**src/rtl/bcd_scan_pkg.sv**
```systemverilog
// Shared constants and helpers for the BCD scan counter.
// Included by the decade cell and the top-level counter.
package bcd_scan_pkg;

   localparam int          NUM_DIGITS    = 8;
   localparam int          BCD_W         = 4;
   localparam logic [3:0]  BCD_MAX       = 4'd9;
   localparam int          SCAN_W        = 3;
   localparam logic [7:0]  DIGIT_MSB_SEL = 8'b1000_0000;

   // Clamp a nibble into the legal BCD range.
   function automatic logic [BCD_W-1:0] bcd_sat(
      input logic [BCD_W-1:0] v
   );
      return (v > BCD_MAX) ? BCD_MAX : v;
   endfunction

endpackage

```
**src/rtl/bcd_scan_counter_decade.sv**
```systemverilog
// One combinational BCD decade: step by one when cin is set.
// Ports: val/up/cin in; nxt (next value), cout (carry/borrow out).
module bcd_decade
   import bcd_scan_pkg::*;
(
   input  logic [BCD_W-1:0] val,
   input  logic             up,
   input  logic             cin,
   output logic [BCD_W-1:0] nxt,
   output logic             cout
);

   always_comb begin
      nxt  = val;
      cout = 1'b0;
      if (cin) begin
         if (up) begin
            if (val >= BCD_MAX) begin
               nxt  = '0;
               cout = 1'b1;
            end else begin
               nxt = val + 1'b1;
            end
         end else begin
            if (val == '0) begin
               nxt  = BCD_MAX;
               cout = 1'b1;
            end else begin
               nxt = val - 1'b1;
            end
         end
      end
   end

endmodule

```
**src/rtl/bcd_scan_counter.sv**
```systemverilog
// Eight-digit BCD up/down counter with a one-hot digit scanner.
// Ports: clk_1hz, rstb, run, up, clr, load, load_val in; count, digit, num, wrap out.
module bcd_scan_counter
   import bcd_scan_pkg::*;
#(
   parameter int NUM_DIGITS = 8
) (
   input  logic                        clk_1hz,
   input  logic                        rstb,
   input  logic                        run,
   input  logic                        up,
   input  logic                        clr,
   input  logic                        load,
   input  logic [NUM_DIGITS*BCD_W-1:0] load_val,
   output logic [NUM_DIGITS*BCD_W-1:0] count,
   output logic [NUM_DIGITS-1:0]       digit,
   output logic [BCD_W-1:0]            num,
   output logic                        wrap
);

   localparam int CW = NUM_DIGITS * BCD_W;

   logic [SCAN_W-1:0] scan_idx;
   logic [NUM_DIGITS:0] carry;
   logic [CW-1:0] cnt_step;
   logic [CW-1:0] load_sat;

   // Ripple chain: LSD takes run as its carry-in.
   assign carry[0] = run;

   for (genvar g = 0; g < NUM_DIGITS; g++) begin : g_dec
      bcd_decade u_dec (
         .val  (count[g*BCD_W +: BCD_W]),
         .up   (up),
         .cin  (carry[g]),
         .nxt  (cnt_step[g*BCD_W +: BCD_W]),
         .cout (carry[g+1])
      );
   end

   always_comb begin
      load_sat = '0;
      for (int i = 0; i < NUM_DIGITS; i++) begin
         load_sat[i*BCD_W +: BCD_W] =
            bcd_sat(load_val[i*BCD_W +: BCD_W]);
      end
   end

   always_ff @(posedge clk_1hz or negedge rstb) begin
      if (!rstb) begin
         count    <= '0;
         scan_idx <= '0;
         wrap     <= 1'b0;
      end else begin
         scan_idx <= scan_idx + 1'b1;
         if (clr) begin
            count <= '0;
            wrap  <= 1'b0;
         end else if (load) begin
            count <= load_sat;
            wrap  <= 1'b0;
         end else if (run) begin
            count <= cnt_step;
            wrap  <= carry[NUM_DIGITS];
         end else begin
            wrap  <= 1'b0;
         end
      end
   end

   assign digit = DIGIT_MSB_SEL >> scan_idx;

   // Scan index 0 is the MSD, so walk nibbles from the top.
   always_comb begin
      num = '0;
      for (int i = 0; i < NUM_DIGITS; i++) begin
         if (scan_idx == SCAN_W'(i)) begin
            num = count[(NUM_DIGITS-1-i)*BCD_W +: BCD_W];
         end
      end
   end

endmodule

```
**config.mk**
```make
export PLATFORM = sky130hd
export DESIGN_NAME = bcd_scan_counter
export DESIGN_NICKNAME = d
export VERILOG_FILES = /design/src/rtl/bcd_scan_pkg.sv /design/src/rtl/bcd_scan_counter_decade.sv /design/src/rtl/bcd_scan_counter.sv
export SDC_FILE = /design/constraint.sdc
export NUM_CORES = 1
export LEC_CHECK = 0
export BUFFER_PORTS_ARGS = -buffer_cell sky130_fd_sc_hd__buf_2
export CAP_MARGIN = 20
export CORE_ASPECT_RATIO = 2
export CORE_MARGIN = 1
export CORE_UTILIZATION = 54
export CTS_BUF_LIST = sky130_fd_sc_hd__clkbuf_2
export DETAILED_ROUTE_END_ITERATION = 12
export HOLD_SLACK_MARGIN = 0.08
export PLACE_DENSITY = 0.86
export SKIP_CTS_REPAIR_TIMING = 1
export SLEW_MARGIN = 20
export SYNTH_ARGS = -nofsm -noshare
export SYNTH_HDL_FRONTEND = slang
export SYNTH_SLANG_ARGS = --single-unit
```
**constraint.sdc**
```tcl
create_clock -name clk_1hz -period 6.2 [get_ports clk_1hz]
set_input_delay 0.93 -clock clk_1hz [delete_from_list [all_inputs] [get_ports clk_1hz]]
set_output_delay 0.93 -clock clk_1hz [all_outputs]
set_load 0.05 [all_outputs]
```
### Word level (Yosys, flattened, before mapping)

Index checks and enable logic that the tools add are counted.

| storage, ports and cells | value |
|---|---|
| flip-flop bits (word level) | 36 |
| bits in latches | 0 |
| memory bits (writable) | 0 |
| ROM bits | 0 |
| input bits | 38 |
| word-level logic and storage cells | 160 |
| memories | 0 |

| cells by class | value |
|---|---|
| $add $sub $neg | 17 |
| $mul | 0 |
| div/mod/pow operators | 0 |
| magnitude comparators | 16 |
| eq/ne operators | 7 |
| shift operators | 1 |
| multiplexer cells | 85 |
| bitwise operators | 0 |
| reductions and logical operators | 24 |

Operators by type and width:

| kind | count |
|---|---|
| 2-to-1 mux 4 bit | 47 |
| 2-to-1 mux 32 bit | 3 |
| 2-to-1 mux 1 bit | 35 |
| adder 4 x 1 -> 4 bit, second input constant | 8 |
| greater-or-equal comparator 4 bit, second input constant | 8 |
| > comparator 4 bit, second input constant | 8 |
| zero test 4 bit | 8 |
| subtractor 4 x 1 -> 4 bit, second input constant | 8 |
| nonzero test 3 bit | 8 |
| AND reduction 2 bit | 7 |
| == test 3 bit, second input constant | 4 |
| right shift 8 x 3 -> 8 bit, first input constant | 1 |
| == test 3 x 2 -> 1 bit, second input constant | 2 |
| adder 3 x 1 -> 3 bit, second input constant | 1 |
| == test 3 x 1 -> 1 bit, second input constant | 1 |
| zero test 3 bit | 1 |

### Longest topological paths before layout

| depth | value |
|---|---|
| depth in word-level cells | 14 |
| depth in mapped cells | 9 |
| mapped depth without buffers | 7 |

### Hierarchy

From an unflattened synthesis, not the netlist that was laid out.

| second synthesis, totals | value |
|---|---|
| cell total of the unflattened synthesis | 568 |
| area, all modules | 4596.9 um2 |

Modules (own cells, without submodules):

| module | times used | cells each | area each (um2) |
|---|---|---|---|
| bcd_decade | 8 | 38 | 290.3 |
| bcd_scan_counter | 1 | 264 | 2274.7 |

### Least setup slack after synthesis

OpenSTA, ideal clock, no wires.

| timing | value |
|---|---|
| path type | register to output |
| start | register scan_idx[0] |
| end | output port num[0] |
| data arrival time | 2.833 ns |
| slack | 2.437 ns |
| stages on the path, launching flop included | 8 |
| cells stage by stage | dfrtp_1 -> inv_1 -> ha_1 -> nor2b_1 -> a21oi_1 -> a221oi_1 -> o22ai_1 -> a22oi_1 |

| between the ends | value |
|---|---|
| cells in the longest elaborated chain, start to end | 9 |
| elaborated cells on any way between the ends | 16 |
| those cells by class | eq/ne (7); mux (8); reduce/logical (1) |

Ends and longest elaborated chain:

| element | line | RTL |
|---|---|---|
| start: declaration | bcd_scan_counter.sv:23 | `logic [SCAN_W-1:0] scan_idx;` |
| start signal: assignment | bcd_scan_counter.sv:55 | `scan_idx <= scan_idx + 1'b1;` |
| zero test 3 bit | bcd_scan_counter.sv:77 | `if (scan_idx == SCAN_W'(i)) begin` |
| 2-to-1 mux 4 bit (7 in series) | bcd_scan_counter.sv:77 |  |
| 2-to-1 mux 4 bit * | bcd_scan_counter.sv:77 |  |
| end: declaration | bcd_scan_counter.sv:17 | `output logic [BCD_W-1:0] num,` |

Mark *: on every way between the ends. The rest lies on a longest branch, timed or not.

### Worst setup path in the final report

Ends and elaborated chain as after synthesis.

==> results.cfg <==
[routing]
vias_per_cell = 6.75
vias = 4527
drt_iter0_markers = 541
drtPass1Iterations = 5
antenna_left = 0
wl_per_cell_um = 19.1
wl_um = 12800
drc = 0

[logic_synthesis]
postSynth.asyncResetShare = 1.00
avgSynthCellArea_um2 = 7.67
synthCells = 529
synth-edff-count = 0
synth.area.top_cells = dfrtp_1 (22%), ha_1 (9.2%), a21oi_1 (5.8%)
syn-num-nets = 597
yosysUniqueCellTypes = 73
ys_warn_count = 0
synth-seq-area-share = 0.222
ys_ff_latch = 36
yosysTopAreaCell = dfrtp_1
synth_area_um2 = 4060
yosys_most_used_dff = dfrtp_1
synth_top_cell_area_share = 0.222

[grt]
grt_pass1_vias = 4271
grt_remaining_overflow = 0
track_usage = 0.328
grt_max_degree = 65
grt_pass1_wl_um = 20700
antenna_found_initial = 0

[timing]
final.setup.worst_slack_ns = 2.40
fmax_mhz = 263
rsz0062_at_grt = false
whs_ns = 0.564
final_hold_viol_count = 0
setup_viol = 0
relSlewSlack = 0.186
fin_crit_ns = 3.80
worst_pin_slew_ns = 1.22
tns_ns = 0
finalCritPeriodShare = 0.613
fin_skew_ns = 0.0329
drv_slew = 0

[power]
p_leak_uw = 0.00198
powerDensity_nw_per_um2 = 163
vdd_drop_max_uv = 109
total_power_uw = 723

[setup_path]
reg2reg_setup_slack_ns = 2.93
path_cells = inv_1 > ha_1 > nor2b_1 > a21oi_1 > a221oi_1 > o22ai_1 > a22oi_1 > buf_2
crit_type = reg -> out
crit_slowest_cell = dfrtp_1
crit_path_end_kind = primary output
worstReg2RegStart = count[0]
path_max_fanout = 13
r2r_cells = 7
required_ns = 5.27
critPathMaxStageDelay_ns = 0.46
r2r-end = count[27]
worstPathArrival_ns = 2.87
start_kind = flip-flop

[die]
fp-row-count = 44
die_x_um = 63.3
dieArea_um2 = 7890
io_pins = 83
die_y_um = 125
initial_utilization = 0.559
core-area_um2 = 7270

[run_status]
outcome = finished clean

[clock_network]
clk_latency_ns = 0.44
clkTransAtPathRegs_ns = 0.19
cts.sinks = 36
clockRootBuffer = clkbuf_2
cts_tree = built
clock_path_buffers = 2
htree_num_levels = 2
numCtsBuffers = 5

[final_layout]
drive_above_1_share = 0.181
fin_area_um2 = 4430
area_growth_pct = 9.19
diodes = 0
nFillCells = 688
nNetsFinal = 649

[place]
dp_slack_ns = 2.69
place.gp.congestion = 0.974
portBuffers = 82
dpl.hpwl_um = 9070
dpl_cell_area_um2 = 4410

[min_path]
hold_depth = 1
holdCritStartpoint = scan_idx[0]
worst_hold_path.endpoint = scan_idx[0]
hold_path.class = reg -> reg

[run]
maxCapViolCount = 0
state kept, by name, summed over array words and instances (netlist names):
signal	flops
count	32
scan_idx	3
wrap	1
per-stage QoR:
stage | instances | utilization
after global routing | 671 | 0.610
after detailed placement | 666 | 0.606
after global placement | 666 | 0.606
after floorplan | 529 | -
after CTS | 671 | 0.610
final | 671 | 0.610
synthesized netlist by cell type (5+ instances only):
library cell and count:
o31ai_1 8, buf_4 7, a31oi_1 13, o311ai_0 5, clkbuf_1 21, nand2b_1 8
nand4_1 5, dfrtp_1 36, nor2_1 38, nand2_1 38, a21oi_1 47, nand3_1 16
a22oi_1 5, a311oi_1 6, a211oi_1 12, ha_1 30, o21bai_1 6, o41ai_1 5
nor3b_1 11, o21ai_0 28, a221oi_1 6, inv_1 39, a211o_1 7, buf_2 6
nand3b_1 5, o22ai_1 7, nor2b_1 10, nor3_1 13, o211ai_1 6
final cells by class:
| cell class | instances | area (um2) | area share |
|---|---|---|---|
| sequential | 36 | 901 | 0.203 |
| timing repair buffer | 84 | 425 | 0.0960 |
| inverter | 41 | 154 | 0.0347 |
| clock buffer | 5 | 25.0 | 0.00565 |
| tap | 92 | 115 | 0.0260 |
| multi-input combinational | 413 | 2810 | 0.634 |
layout by cell type (no fill, tap or decap), types with 7 or more instances in the layout:
cell,instances
inv_1,39
dfrtp_1,36
nand3_1,16
o31ai_1,8
a211oi_1,12
nand2_1,38
nor3_1,13
a21oi_1,47
ha_1,30
nor2_1,38
o22ai_1,7
a211o_1,7
nand2b_1,8
o21ai_0,28
nor2b_1,10
a31oi_1,13
buf_2,82
nor3b_1,11
critical path, delay by kind of cell, from the launching register on:
| family | cells | cell delay, ns |
|---|---|---|
| adder cells (fa/ha/maj) | 1 | 0.43 |
| buffers and inverters | 2 | 0.42 |
| AO/OA/AOI/OAI | 4 | 0.81 |
| flip-flops | 1 | 0.46 |
| AND/OR/NAND/NOR | 1 | 0.31 |
power by group:
group | switching [uW] | internal, uW | total (uW)
logic | 211 | 114 | 324
registers | 41.4 | 250 | 291
clock network | 86.6 | 21.5 | 108
total | 339 | 385 | 723
worst max-delay path by stage:
stage                            from   endpoint  slack [ns]  depth (start not counted)
after floorplan           scan_idx[0]     num[0]        2.44                          7
after global placement             up  count[30]        2.83                          7
after detailed placement           up  count[27]        2.69                          7
after CTS                 scan_idx[1]     num[0]        2.48                          8
after global routing      scan_idx[1]     num[0]        2.28                          8
final                     scan_idx[0]     num[0]        2.40                          8
cell families after synthesis:
family,count (synthesis),synth area share
AO/OA/AOI/OAI,196,0.335
XOR/XNOR,4,0.00863
adder cells (fa/ha/maj),30,0.0925
buffers and inverters,80,0.0854
flip-flops,36,0.222
multiplexers,6,0.0210
AND/OR/NAND/NOR,177,0.236
routing by layer:
layer	vias to the layer above	routed length, um	share of wire	global-route usage
li1	2076	-	-	-
met1	2151	4720	0.37	0.371
met2	241	6590	0.51	0.571
met3	59	818	0.064	0.0430
met4	0	669	0.052	0.198
met5	-	0	0	0
(Power assumes the default switching activity.)
